### src/rtl/g16_rr_arbiter_if.sv
// g16 arbiter bus bundle: master request/grant side plus the slave transfer side.
//
// Handshake: a master raises need[i] (a level) and holds it until it sees
// Clast_mstr[i]. YouGotIt[i] is the grant. While tarActive is high the slave
// owns the transfer. Clast is the slave's last-beat flag and only counts while
// tarActive is high; it reaches the granted master as Clast_mstr. Dropping
// need before Clast is an abort.
interface g16_rr_arbiter_if #(
  parameter int NUM_MSTR = 4,
  parameter int ADDR_W   = 48,
  parameter int DATA_W   = 16
);
  logic [NUM_MSTR-1:0]        need;
  logic [NUM_MSTR*ADDR_W-1:0] addrM;
  logic [NUM_MSTR*DATA_W-1:0] DoutM;
  logic [NUM_MSTR-1:0]        YouGotIt;
  logic [DATA_W-1:0]          DinMast;
  logic [NUM_MSTR-1:0]        Clast_mstr;
  logic [ADDR_W-1:0]          Adr;
  logic [DATA_W-1:0]          dbus_in;
  logic                       tarActive;
  logic [DATA_W-1:0]          dataOut;
  logic                       Clast;
  logic                       abort_err;
  logic                       tmo_err;

  // Arbiter side: it drives grants and the slave bus.
  modport master (
    input  need, addrM, DoutM, dataOut, Clast,
    output YouGotIt, DinMast, Clast_mstr, Adr, dbus_in, tarActive, abort_err, tmo_err
  );

  // Environment side: the masters and the slave.
  modport slave (
    output need, addrM, DoutM, dataOut, Clast,
    input  YouGotIt, DinMast, Clast_mstr, Adr, dbus_in, tarActive, abort_err, tmo_err
  );
endinterface

### src/rtl/g16_rr_arbiter.sv
// Round-robin arbiter and bus switch for the 16-bit g16 bus.
// FSM IDLE -> GRANT -> XFER -> RELEASE. Output registers are loaded from the
// next-state decode, so the outputs line up with the state they belong to.
module g16_rr_arbiter #(
  parameter int NUM_MSTR = 4,
  parameter int ADDR_W   = 48,
  parameter int DATA_W   = 16,
  parameter int TIMEOUT  = 256
) (
  input  logic                 sysClk,
  input  logic                 rst,
  g16_rr_arbiter_if.master     bus,
  output logic [1:0]           state_dbg
);

  localparam int PTR_W  = $clog2(NUM_MSTR);
  localparam int WDOG_W = (TIMEOUT > 1) ? $clog2(TIMEOUT) : 1;
  localparam bit WDOG_EN = (TIMEOUT > 0);
  localparam logic [WDOG_W-1:0] WDOG_LAST = (TIMEOUT > 0) ? WDOG_W'(TIMEOUT - 1) : '0;

  typedef enum logic [1:0] {
    S_IDLE    = 2'd0,
    S_GRANT   = 2'd1,
    S_XFER    = 2'd2,
    S_RELEASE = 2'd3
  } state_t;

  state_t              state_q, state_d;
  logic [PTR_W-1:0]    ptr_q, ptr_d;
  logic [PTR_W-1:0]    win_q, win_d;
  logic [PTR_W-1:0]    win_next;
  logic [WDOG_W-1:0]   wdog_q, wdog_d;
  logic                found;
  logic [PTR_W-1:0]    pick;
  logic                abort_d, tmo_d;
  logic                tmo_hit;
  logic [NUM_MSTR-1:0] gnt_q, gnt_d;
  logic                tar_q, tar_d;
  logic [ADDR_W-1:0]   adr_q, adr_sel;
  logic [DATA_W-1:0]   dbus_q, dbus_sel;
  logic                abort_q, tmo_q;
  logic                own_bus;

  assign state_dbg = state_q;

  // Rotating priority search: first requester at or after ptr, wrapping.
  always_comb begin
    logic [PTR_W:0] idx;
    found = 1'b0;
    pick  = '0;
    idx   = '0;
    for (int k = 0; k < NUM_MSTR; k++) begin
      idx = {1'b0, ptr_q} + (PTR_W+1)'(k);
      if (idx >= (PTR_W+1)'(NUM_MSTR)) idx = idx - (PTR_W+1)'(NUM_MSTR);
      if (!found && bus.need[idx[PTR_W-1:0]]) begin
        found = 1'b1;
        pick  = idx[PTR_W-1:0];
      end
    end
  end

  assign win_next = (win_q == PTR_W'(NUM_MSTR - 1)) ? '0 : win_q + 1'b1;
  assign tmo_hit  = WDOG_EN && (wdog_q == WDOG_LAST);

  // Next-state logic; exit priority in XFER is Clast, then abort, then timeout.
  always_comb begin
    state_d = state_q;
    ptr_d   = ptr_q;
    win_d   = win_q;
    abort_d = 1'b0;
    tmo_d   = 1'b0;
    case (state_q)
      S_IDLE: begin
        if (found) begin
          win_d   = pick;
          state_d = S_GRANT;
        end
      end
      S_GRANT: state_d = S_XFER;
      S_XFER: begin
        if (bus.Clast) begin
          ptr_d   = win_next;
          state_d = S_RELEASE;
        end else if (!bus.need[win_q]) begin
          abort_d = 1'b1;
          ptr_d   = win_next;
          state_d = S_RELEASE;
        end else if (tmo_hit) begin
          tmo_d   = 1'b1;
          ptr_d   = win_next;
          state_d = S_RELEASE;
        end
      end
      S_RELEASE: state_d = S_IDLE;
      default:   state_d = S_IDLE;
    endcase
  end

  // Output decode for the next cycle: grant, transfer flag, mux of the winner's bus.
  always_comb begin
    own_bus  = (state_d == S_GRANT) || (state_d == S_XFER);
    gnt_d    = '0;
    if (own_bus) gnt_d[win_d] = 1'b1;
    tar_d    = (state_d == S_XFER);
    adr_sel  = '0;
    dbus_sel = '0;
    for (int m = 0; m < NUM_MSTR; m++) begin
      if (win_d == PTR_W'(m)) begin
        adr_sel  = bus.addrM[m*ADDR_W +: ADDR_W];
        dbus_sel = bus.DoutM[m*DATA_W +: DATA_W];
      end
    end
    wdog_d = '0;
    if (WDOG_EN && state_q == S_XFER && state_d == S_XFER) wdog_d = wdog_q + 1'b1;
  end

  // State, pointer, watchdog and registered outputs; reset clears all at once.
  always_ff @(posedge sysClk or posedge rst) begin
    if (rst) begin
      state_q <= S_IDLE;
      ptr_q   <= '0;
      win_q   <= '0;
      wdog_q  <= '0;
      gnt_q   <= '0;
      tar_q   <= 1'b0;
      adr_q   <= '0;
      dbus_q  <= '0;
      abort_q <= 1'b0;
      tmo_q   <= 1'b0;
    end else begin
      state_q <= state_d;
      ptr_q   <= ptr_d;
      win_q   <= win_d;
      wdog_q  <= wdog_d;
      gnt_q   <= gnt_d;
      tar_q   <= tar_d;
      abort_q <= abort_d;
      tmo_q   <= tmo_d;
      // Address/data hold their last value when no master owns the bus.
      if (own_bus) begin
        adr_q  <= adr_sel;
        dbus_q <= dbus_sel;
      end
    end
  end

  assign bus.YouGotIt   = gnt_q;
  assign bus.tarActive  = tar_q;
  assign bus.Adr        = adr_q;
  assign bus.dbus_in    = dbus_q;
  assign bus.abort_err  = abort_q;
  assign bus.tmo_err    = tmo_q;
  assign bus.DinMast    = bus.dataOut;
  // Clast only reaches the granted master while a transfer is active.
  assign bus.Clast_mstr = {NUM_MSTR{bus.Clast & tar_q}} & gnt_q;

endmodule

### src/flat_wrapper.sv
// flat-port wrapper written by rule: the top's interface ports become plain ports
module g16_rr_arbiter_flat 
#(
  parameter int NUM_MSTR = 4,
  parameter int ADDR_W   = 48,
  parameter int DATA_W   = 16,
  parameter int TIMEOUT  = 256
)
  (sysClk, rst, state_dbg, bus_need, bus_addrM, bus_DoutM, bus_dataOut, bus_Clast, bus_YouGotIt, bus_DinMast, bus_Clast_mstr, bus_Adr, bus_dbus_in, bus_tarActive, bus_abort_err, bus_tmo_err);
  g16_rr_arbiter_if #(.NUM_MSTR(NUM_MSTR), .ADDR_W(ADDR_W), .DATA_W(DATA_W)) bus_i ();
  input  logic sysClk;
  input  logic rst;
  output logic [1:0] state_dbg;
  input wire logic [$bits(bus_i.need)-1:0] bus_need;
  input wire logic [$bits(bus_i.addrM)-1:0] bus_addrM;
  input wire logic [$bits(bus_i.DoutM)-1:0] bus_DoutM;
  input wire logic [$bits(bus_i.dataOut)-1:0] bus_dataOut;
  input wire logic [$bits(bus_i.Clast)-1:0] bus_Clast;
  output wire logic [$bits(bus_i.YouGotIt)-1:0] bus_YouGotIt;
  output wire logic [$bits(bus_i.DinMast)-1:0] bus_DinMast;
  output wire logic [$bits(bus_i.Clast_mstr)-1:0] bus_Clast_mstr;
  output wire logic [$bits(bus_i.Adr)-1:0] bus_Adr;
  output wire logic [$bits(bus_i.dbus_in)-1:0] bus_dbus_in;
  output wire logic [$bits(bus_i.tarActive)-1:0] bus_tarActive;
  output wire logic [$bits(bus_i.abort_err)-1:0] bus_abort_err;
  output wire logic [$bits(bus_i.tmo_err)-1:0] bus_tmo_err;
  assign bus_i.need = bus_need;
  assign bus_i.addrM = bus_addrM;
  assign bus_i.DoutM = bus_DoutM;
  assign bus_i.dataOut = bus_dataOut;
  assign bus_i.Clast = bus_Clast;
  assign bus_YouGotIt = bus_i.YouGotIt;
  assign bus_DinMast = bus_i.DinMast;
  assign bus_Clast_mstr = bus_i.Clast_mstr;
  assign bus_Adr = bus_i.Adr;
  assign bus_dbus_in = bus_i.dbus_in;
  assign bus_tarActive = bus_i.tarActive;
  assign bus_abort_err = bus_i.abort_err;
  assign bus_tmo_err = bus_i.tmo_err;
  g16_rr_arbiter #(.NUM_MSTR(NUM_MSTR), .ADDR_W(ADDR_W), .DATA_W(DATA_W), .TIMEOUT(TIMEOUT)) u_core (.sysClk(sysClk), .rst(rst), .bus(bus_i), .state_dbg(state_dbg));
endmodule
### config.mk
export PLATFORM = sky130hd
export DESIGN_NAME = g16_rr_arbiter_flat
export DESIGN_NICKNAME = d
export VERILOG_FILES = /design/src/rtl/g16_rr_arbiter_if.sv /design/src/rtl/g16_rr_arbiter.sv /design/src/flat_wrapper.sv
export SDC_FILE = /design/constraint.sdc
export NUM_CORES = 1
export LEC_CHECK = 0
export CORE_MARGIN = 2
export CORE_UTILIZATION = 30
export DETAILED_ROUTE_END_ITERATION = 12
export GPL_ROUTABILITY_DRIVEN = 1
export PLACE_DENSITY = 0.63
export REMOVE_ABC_BUFFERS = 1
export SETUP_SLACK_MARGIN = 0.05
export SLEW_MARGIN = 30
export SYNTH_ARGS = -nofsm -noshare
export SYNTH_HDL_FRONTEND = slang
export SYNTH_SLANG_ARGS = --single-unit
export TNS_END_PERCENT = 10
### constraint.sdc
create_clock -name sysClk -period 4.55 [get_ports sysClk]
set_input_delay 0.91 -clock sysClk [delete_from_list [all_inputs] [get_ports sysClk]]
set_output_delay 0.91 -clock sysClk [all_outputs]
set_load 0.1 [all_outputs]
Yosys cells after proc, flatten, opt, wreduce, memory -nomap -nowiden
Cells that the tools add are included.

$add $sub $neg: 9. Magnitude comparators: 11. Eq/ne operators: 11. Mux-type cells: 52. Bitwise logic cells: 2. Reductions and logical operators: 12.

Operators by type and width (number): $mux W48 (4); $mux W16 (4); $mux W2 (18); $lt A2 B3 Y1 const B (6); $mux W1 (17); $eq A2 B2 Y1 const B (6); $bmux W1 S2 (5); $ge A3 B3 Y1 const B (3); $add A8 B1 Y8 const B (1); $eq A8 B8 Y1 const B (1); $mux W8 (1); $pmux W2 S4 (1); $sub A2 B1 Y2 const B (4); $add A2 B2 Y3 const B (2); $eq A2 B1 Y1 const B (3); $logic_and A1 B1 Y1 (5); $and A4 B4 Y4 (1); $logic_not A2 Y1 (2); $mux W4 (1); $add A2 B1 Y3 const B (1); $ge A2 B3 Y1 const B (1); $logic_not A1 Y1 (3); $ne A3 B2 Y1 const B (1); $add A2 B1 Y2 const B (1); other kinds (5) (5).

Register bits: 85. Input bits: 279.

Depth between registers and ports, before layout
Gate-level depths: netlist (run 1).

Word-level depth: 21. Mapped depth: 14. Mapped depth without buffers: 11.

Worst setup path after synthesis (run 1)
Ideal clock, no wire load.

Path type: register to register. Start point: register u_core.state_q[0] (netlist: u_core.state_dbg[0]). End point: register u_core.adr_q[18] (netlist: u_core.bus.Adr[18]). Library setup time: 89 ps. Arrival: 3561 ps. Required time: 4461 ps. Slack: 900 ps. Cell stages (with the launch flop): 14. Path buffers: 3. Cells stage by stage: dfrtp_1 -> inv_1 -> ha_1 -> o21ai_0 -> nor2_1 -> o32ai_1 -> ha_1 -> clkbuf_1 -> o21bai_1 -> a31oi_1 -> clkbuf_1 -> clkbuf_1 -> a32oi_1 -> o221ai_2.

Longest elaborated chain between the ends: 7. Elaborated cells between the ends (all ways): 21. Those cells by class: eq/ne (8); mux (10); reduce/logical (3).

RTL lines: from (decl) (line g16_rr_arbiter.sv:28) `state_t state_q, state_d;`; from (signal assigned) (line g16_rr_arbiter.sv:131) `state_q <= state_d;`; $logic_not A2 Y1 (line g16_rr_arbiter.sv:72) `case (state_q)`; $mux W2 (line g16_rr_arbiter.sv:72); $logic_not A2 Y1 (line g16_rr_arbiter.sv:108) `if (win_d == PTR_W'(m)) begin`; $mux W48 (4 in series) (line g16_rr_arbiter.sv:108); to (signal assigned) (line g16_rr_arbiter.sv:141) `adr_q <= adr_sel;`; to (decl) (line g16_rr_arbiter.sv:39) `logic [ADDR_W-1:0] adr_q, adr_sel;`.

Parallel ways exist; a longest one is shown, timed or not. A chain may end at the register's enable or synchronous reset.

Worst setup path after layout (run 1)
Start point: input bus_need[2]. End point: register u_core.dbus_q[13] (netlist: u_core.bus.dbus_in[13]).

Longest elaborated chain between the ends: 19. Elaborated cells between the ends (all ways): 41. Those cells by class: eq/ne (5); mux (28); reduce/logical (8).

RTL lines: from (decl) (line flat_wrapper.sv:14) `input wire logic [$bits(bus_i.need)-1:0] bus_need;`; $bmux W1 S2 (line g16_rr_arbiter.sv:55) `if (!found && bus.need[idx[PTR_W-1:0]]) begin`; $mux W1 (implied by the code) (line g16_rr_arbiter.sv:55); $mux W1 (line g16_rr_arbiter.sv:55); $logic_not A1 Y1 (line g16_rr_arbiter.sv:55); $logic_and A1 B1 Y1 (line g16_rr_arbiter.sv:55); $mux W1 (line g16_rr_arbiter.sv:55); $logic_not A1 Y1 (line g16_rr_arbiter.sv:55); $logic_and A1 B1 Y1 (line g16_rr_arbiter.sv:55); $mux W1 (line g16_rr_arbiter.sv:55); $logic_not A1 Y1 (line g16_rr_arbiter.sv:55); $logic_and A1 B1 Y1 (line g16_rr_arbiter.sv:55); $mux W2 / $mux W1 (equally long branches) (line g16_rr_arbiter.sv:55); $mux W2 (line g16_rr_arbiter.sv:74) `if (found) begin`; $mux W2 (line g16_rr_arbiter.sv:72); $logic_not A2 Y1 (line g16_rr_arbiter.sv:108); $mux W16 (4 in series) (line g16_rr_arbiter.sv:108); to (signal assigned) (line g16_rr_arbiter.sv:142) `dbus_q <= dbus_sel;`; to (decl) (line g16_rr_arbiter.sv:40) `logic [DATA_W-1:0] dbus_q, dbus_sel;`.

Parallel ways exist; a longest one is shown, timed or not. The select of a mux whose other input is x is not followed.

==> results of run 1 <==
worst paths after layout:
kind	slack, ns	from	depth (start not counted)	end
max in group asynchronous	2.80	rst	3	u_core.bus.Adr[15]
min in group asynchronous	1.09	rst	2	u_core.bus.Adr[22]
min	0.46	u_core.wdog_q[0]	1	u_core.wdog_q[0]
max	0.73	bus_need[2]	10	u_core.bus.dbus_in[13]
min reg2reg	0.46	u_core.wdog_q[0]	1	u_core.wdog_q[0]
max reg2reg	1.36	u_core.state_dbg[0]	9	u_core.bus.dbus_in[7]
stage by stage:
stage / TNS, ns / cell area (µm²)
global route: 0 / 10400
CTS: 0 / 10400
floorplan: -123.03 / 6110
global placement: 0 / 10100
detailed placement: 0 / 10100
finish: 0 / 10400
worst register-to-register path: cells and delay by family (launching register included):
kind                     cells  cell delay, ns
AND/OR/NAND/NOR              2            0.66
AO/OA/AOI/OAI                3            0.57
adder cells (fa/ha/maj)      1            0.25
flip-flops                   1            0.44
buffers and inverters        3            1.12
kinds of logic after synthesis:
family,count (synthesis),synth area share
AO/OA/AOI/OAI,334,0.428
buffers and inverters,294,0.181
flip-flops,85,0.322
AND/OR/NAND/NOR,45,0.0366
multiplexers,9,0.0157
adder cells (fa/ha/maj),6,0.0114
XOR/XNOR,4,0.00531
state kept, by name (all words and copies together), names as in the netlist:
signal / cells
u_core.win_q: 2
u_core.ptr_q: 2
u_core.bus.tmo_err: 1
u_core.bus.dbus_in: 16
u_core.bus.tarActive: 1
u_core.wdog_q: 8
u_core.bus.Adr: 48
u_core.bus.YouGotIt: 4
u_core.state_dbg: 2
u_core.bus.abort_err: 1
cell type report:
type	count	area, µm²	share of cell area
Timing Repair Buffer	358	3570	0.342
Multi-Input combinational cell	398	3340	0.321
Sequential cell	85	2130	0.204
Inverter	187	707	0.0678
Tap cell	280	350	0.0336
Clock buffer	13	260	0.0250
Clock inverter	3	67.6	0.00648
Antenna cell	3	7.51	0.000720
cell usage after synthesis (2+ instances only):
master,count
a2111oi_0,7
a211oi_1,57
a21oi_1,10
a221oi_1,7
a22oi_1,57
a311oi_1,57
a32oi_1,57
and2_1,2
and3_1,6
buf_1,7
buf_2,5
buf_4,16
buf_6,3
clkbuf_1,76
dfrtp_1,85
ha_1,6
inv_1,185
inv_2,2
mux2i_1,7
nand2_1,7
nand2b_1,2
nand3_1,4
nor2_1,11
nor2b_1,3
nor3_1,2
o21ai_0,11
o21bai_1,2
o221ai_1,38
o221ai_2,19
or3_1,3
xor2_1,3
power groups by stage:
stage / combinational (mW) / sequential (mW) / clock (mW)
2_1_floorplan: 2.82 / 3.45 / 0
5_1_grt: 8.19 / 1.42 / 0.883
3_3_place_gp: 7.60 / 1.39 / 0
3_5_place_dp: 7.73 / 1.38 / 0
4_1_cts: 7.73 / 1.38 / 0.851
6_report: 7.75 / 1.38 / 0.832
metal layers:
layer / global-route usage / share of wire / up-vias
met3: 0.0629 / 0.091 / 54
met2: 0.394 / 0.48 / 447
met4: 0.0899 / 0.028 / 0
met5: 0 / 0 / -
li1: - / - / 3462
met1: 0.304 / 0.40 / 3627
==> key figures, run 1 <==
Run status
  – Status: finished clean

Critical path
  – Max FO, Critical Path: 125
  – Critical Path Sink Type: register
  – Critical Path Slowest Stage Cell: clkdlybuf4s50_1
  – Arr. time, crit path: 4.00 ns
  – CP bufs+invs: 2
  – CP top delay family: compound AO/OA/AOI/OAI gates
  – Worst EP required: 4.73 ns
  – Crit path cell chain: clkdlybuf4s50_1 -> mux4_2 -> o21ai_0 -> o21ai_0 -> nor2_1 -> o32ai_1 -> ha_4 -> buf_12 -> a2111oi_0 -> a221oi_1
  – Setup CP Type: input port to register
  – Critical Path Max Stage Delay: 0.59 ns
  – Critical Path Start Type: input port
  – CP most frequent cell: o21ai_0

Cells and area
  – P&R area growth vs syn: 58.0%
  – Final Util: 0.481
  – Post-route insts no fill: 1,327
  – Ratio of cells with drive above 1 in the final layout: 0.0728
  – Most common cell after layout, fill and taps aside: clkdlybuf4s50_1
  – Filler cell count: 2,095
  – Most frequent cells in the layout: clkdlybuf4s50_1, inv_1, dfrtp_1
  – Total Nets Final: 1,324

Yosys
  – Post-synth cell types: 51
  – Cell area after technology mapping: 6600 µm²
  – Synth top area cells: dfrtp_1, inv_1, a311oi_1, a32oi_1, a211oi_1
  – Synth Flop Type: dfrtp_1
  – Post-synthesis sequential area ratio: 0.322
  – Post-synth top area cell: dfrtp_1
  – Synth top area share: 0.322
  – Fraction of registers with async set/reset: 1.00
  – Synthesis-stage register bit count: 85
  – Yosys warnings: 0
  – Mean Syn Cell Area: 8.50 µm²
  – Number of enable flip-flop cells after synthesis: 0
  – Synthesized instance count: 777

Routing
  – DRC errors left: 0
  – Routed wire length per instance: 21.9 µm
  – 1st-pass router iterations: 5
  – Via count: 7,590
  – Antenna-violating nets left: 0
  – Vias per Instance: 5.72
  – Routed WL: 29.1 mm
  – DR iter-0 viols: 593

Clocking
  – H-tree depth: 3
  – Clk sink count: 85
  – Clk pin slew, worst setup/hold paths: 0.07 ns
  – Hold-fix buffers, CTS: 0
  – Post_cts resized: 0
  – CTS Buf Count: 9
  – CTS tree: yes
  – Post-CTS Setup Inserts: 0
  – Root buffer cell: clkbuf_16
  – Clk Latency, worst-skew pair: 0.34 ns
  – Maximum buffer depth of the clock tree: 2

STA
  – Endpoints failing setup: 0
  – Pin slew with the least headroom to its limit: 1.05 ns
  – Hold Slack: 0.460 ns
  – Final period util: 0.839
  – Clock Skews: 0.00684 ns
  – Final hold vios: 0
  – Fmax: 262 MHz
  – Fin. max-slew vios: 0
  – Setup WS post-layout: 0.731 ns
  – Slew HR: 0.295
  – Final Critical Period: 3.82 ns
  – RSZ-0062 raised after global routing: false

Place
  – Final GP Congestion: 0.829
  – Port bufs: 339
  – Worst Setup Slack post-DPL: 0.426 ns
  – Placed cells: 1,308
  – HPWL after DPL: 18.6 mm

Pwr
  – Maximum vdd drop: 1.04 mV
  – PnR Total Power: 9.96 mW
  – Share of power burned in registers: 0.138
  – Share of total power in combinational logic: 0.778
  – NetSw: 6.01 mW
  – Clock power frac: 0.084
  – Switching share of power: 0.604
  – Leakage: 4.37 nW
  – PD cells: 955 nW/µm²
  – P_int: 3.94 mW

Hold path
  – Hold Crit Class: register to register

GRT
  – Largest net degree at the start of global routing: 126
  – First-pass GRT wire length: 44.7 mm
  – Grt ovf: 0
  – Vias in the first global route: 7,745
  – Initial antenna violation count: 3
  – Total track usage: 0.240

Floorplan
  – DIE AREA: 23,200 µm²
  – Initial Util: 0.304
  – Io pins: 372
  – Chip width: 152 µm
  – Num rows: 54
  – Core box area: 21,700 µm²
  – DIE HEIGHT: 152 µm

Run
  – Max_cap viols: 0
Note: power is estimated with default switching activity, not from simulation.
==> inputs of run 2 (changes only) <==
==> constraint.sdc (replaced) <==
create_clock -name sysClk -period 3.9 [get_ports sysClk]
set_input_delay 0.78 -clock sysClk [delete_from_list [all_inputs] [get_ports sysClk]]
set_output_delay 0.78 -clock sysClk [all_outputs]
set_load 0.1 [all_outputs]
==> run 2 against run 1 <==
Against the previous run:
- clock-buffer cell count down 3
- sequential power up 17%
- global-route usage up 0.87 points
- critical endpoint is now u_core.bus.Adr[4]
- highest routed layer unchanged
==> key figures, run 2 (synthesized netlist as in run 1, its figures left out) <==
Floorplan
  – Chip width: 152 µm
  – DIE HEIGHT: 152 µm
  – DIE AREA: 23,200 µm²
  – Initial Util: 0.304
  – Core box area: 21,700 µm²
  – Io pins: 372
  – Num rows: 54

Pwr
  – PD cells: 1120 nW/µm²
  – Share of total power in combinational logic: 0.780
  – P_int: 4.68 mW
  – NetSw: 7.08 mW
  – Clock power frac: 0.084
  – Switching share of power: 0.602
  – Leakage: 4.44 nW
  – Share of power burned in registers: 0.137
  – Maximum vdd drop: 0.773 mV

Clocking
  – Root buffer cell: clkbuf_16
  – Post-CTS Setup Inserts: 0
  – CTS tree: yes
  – Post_cts resized: 0
  – Clk sink count: 85
  – Maximum buffer depth of the clock tree: 2
  – CTS Buf Count: 9
  – H-tree depth: 3
  – Clk Latency, worst-skew pair: 0.35 ns
  – Clk pin slew, worst setup/hold paths: 0.07 ns
  – Hold-fix buffers, CTS: 0

Place
  – Worst Setup Slack post-DPL: 0.109 ns
  – Final GP Congestion: 0.852
  – Cell Area, Placed: 10,200 µm²
  – HPWL after DPL: 19.8 mm
  – Port bufs: 339

GRT
  – Initial antenna violation count: 2
  – Grt ovf: 0
  – Vias in the first global route: 7,969
  – First-pass GRT wire length: 46.0 mm
  – Largest net degree at the start of global routing: 66
  – Total track usage: 0.249

Cells and area
  – Final design area excluding fillers: 10,500 µm²
  – Most common cell after layout, fill and taps aside: clkdlybuf4s50_1
  – Ratio of cells with drive above 1 in the final layout: 0.0861
  – Final Util: 0.486
  – P&R area growth vs syn: 59.7%
  – Total Nets Final: 1,337
  – Max reg flops: 48
  – Most frequent cells in the layout: clkdlybuf4s50_1, inv_1, dfrtp_1

STA
  – Setup WS post-layout: 0.440 ns
  – Clock Skews: 0.0128 ns
  – Final Critical Period: 3.46 ns
  – Pin slew with the least headroom to its limit: 1.02 ns
  – Fmax: 289 MHz
  – Setup_tns: 0 ns
  – Fin. max-slew vios: 0
  – RSZ-0062 raised after global routing: false
  – Endpoints failing setup: 0
  – Final hold vios: 0
  – Final period util: 0.887
  – Slew HR: 0.315

Critical path
  – Critical Path Sink Type: register
  – Critical Path Start Type: input port
  – Worst EP required: 4.15 ns
  – Max FO, Critical Path: 42
  – Setup CP Type: input port to register
  – Arr. time, crit path: 3.71 ns

Routing
  – Routed wire length per instance: 22.2 µm
  – Antenna-violating nets left: 0
  – DRC errors left: 0
  – 1st-pass router iterations: 5
  – Vias per Instance: 5.71
  – Via count: 7,643
  – DR iter-0 viols: 489
  – Routed WL: 29.8 mm

Hold path
  – Hold Crit Class: register to register

Run
  – Max_cap viols: 0

Run status
  – Status: finished clean
-- run 2: changes by cell type in the layout (fill, tap and decap cells not counted), sizes merged --
cell / previous run / this run
clkinv: 0 / 2
inv: 187 / 188
clkbuf: 13 / 10
buf: 25 / 38
diode: 3 / 2
-- run 2: per-stage QoR --
step | total power, mW | hold WS [ns] | instances
floorplan | 7.19 | 0.433 | 670
global placement | 10.6 | 0.452 | 1321
detailed placement | 10.8 | 0.453 | 1321
CTS | 11.8 | 0.472 | 1337
global route | 12.4 | 0.482 | 1338
finish | 11.8 | 0.470 | 1339
-- run 2: final timing paths --
path	start	end	slack [ns]	cells past startpoint
hold reg to reg	u_core.wdog_q[0]	u_core.wdog_q[0]	0.47	1
max in group asynchronous	rst	u_core.bus.Adr[12]	2.29	3
hold / removal	u_core.wdog_q[0]	u_core.wdog_q[0]	0.47	1
setup / recovery	bus_need[2]	u_core.bus.Adr[4]	0.44	10
setup reg to reg	u_core.win_q[1]	u_core.bus.Adr[4]	0.80	9
min in group asynchronous	rst	u_core.bus.Adr[27]	0.93	2
-- run 2: per-layer routing --
layer	vias up	part of all wire	GRT usage	routed length, µm
met5	-	0	0	0
met4	0	0.025	0.0832	746
met3	47	0.086	0.0614	2570
met2	445	0.48	0.411	14200
met1	3674	0.41	0.319	12200
li1	3477	-	-	-
-- run 2: critical path, cell delays in order --
cell	delay [ns]
clkdlybuf4s50_1	0.49
mux4_2	0.27
o21ai_0	0.09
o21ai_0	0.26
nor2_1	0.10
o32ai_1	0.42
ha_4	0.30
or3_2	0.53
buf_12	0.22
o221ai_1	0.22
-- run 2: final cells by class --
type / instances / area [µm²]
Tap cell: 280 / 350
Clock buffer: 10 / 239
Clock inverter: 6 / 93.8
Sequential cell: 85 / 2130
Multi-Input combinational cell: 398 / 3340
Fill cell: 2101 / 11100
Timing Repair Buffer: 371 / 3680
Antenna cell: 2 / 5.00
Inverter: 187 / 704
-- run 2: power groups by stage --
stage | registers (mW) | clock network (mW) | logic, mW
final | 1.61 | 0.985 | 9.17
after CTS | 1.61 | 1.00 | 9.17
after detailed placement | 1.61 | 0 | 9.17
after floorplan | 4.05 | 0 | 3.15
after global placement | 1.63 | 0 | 9.01
after global routing | 1.65 | 1.04 | 9.70
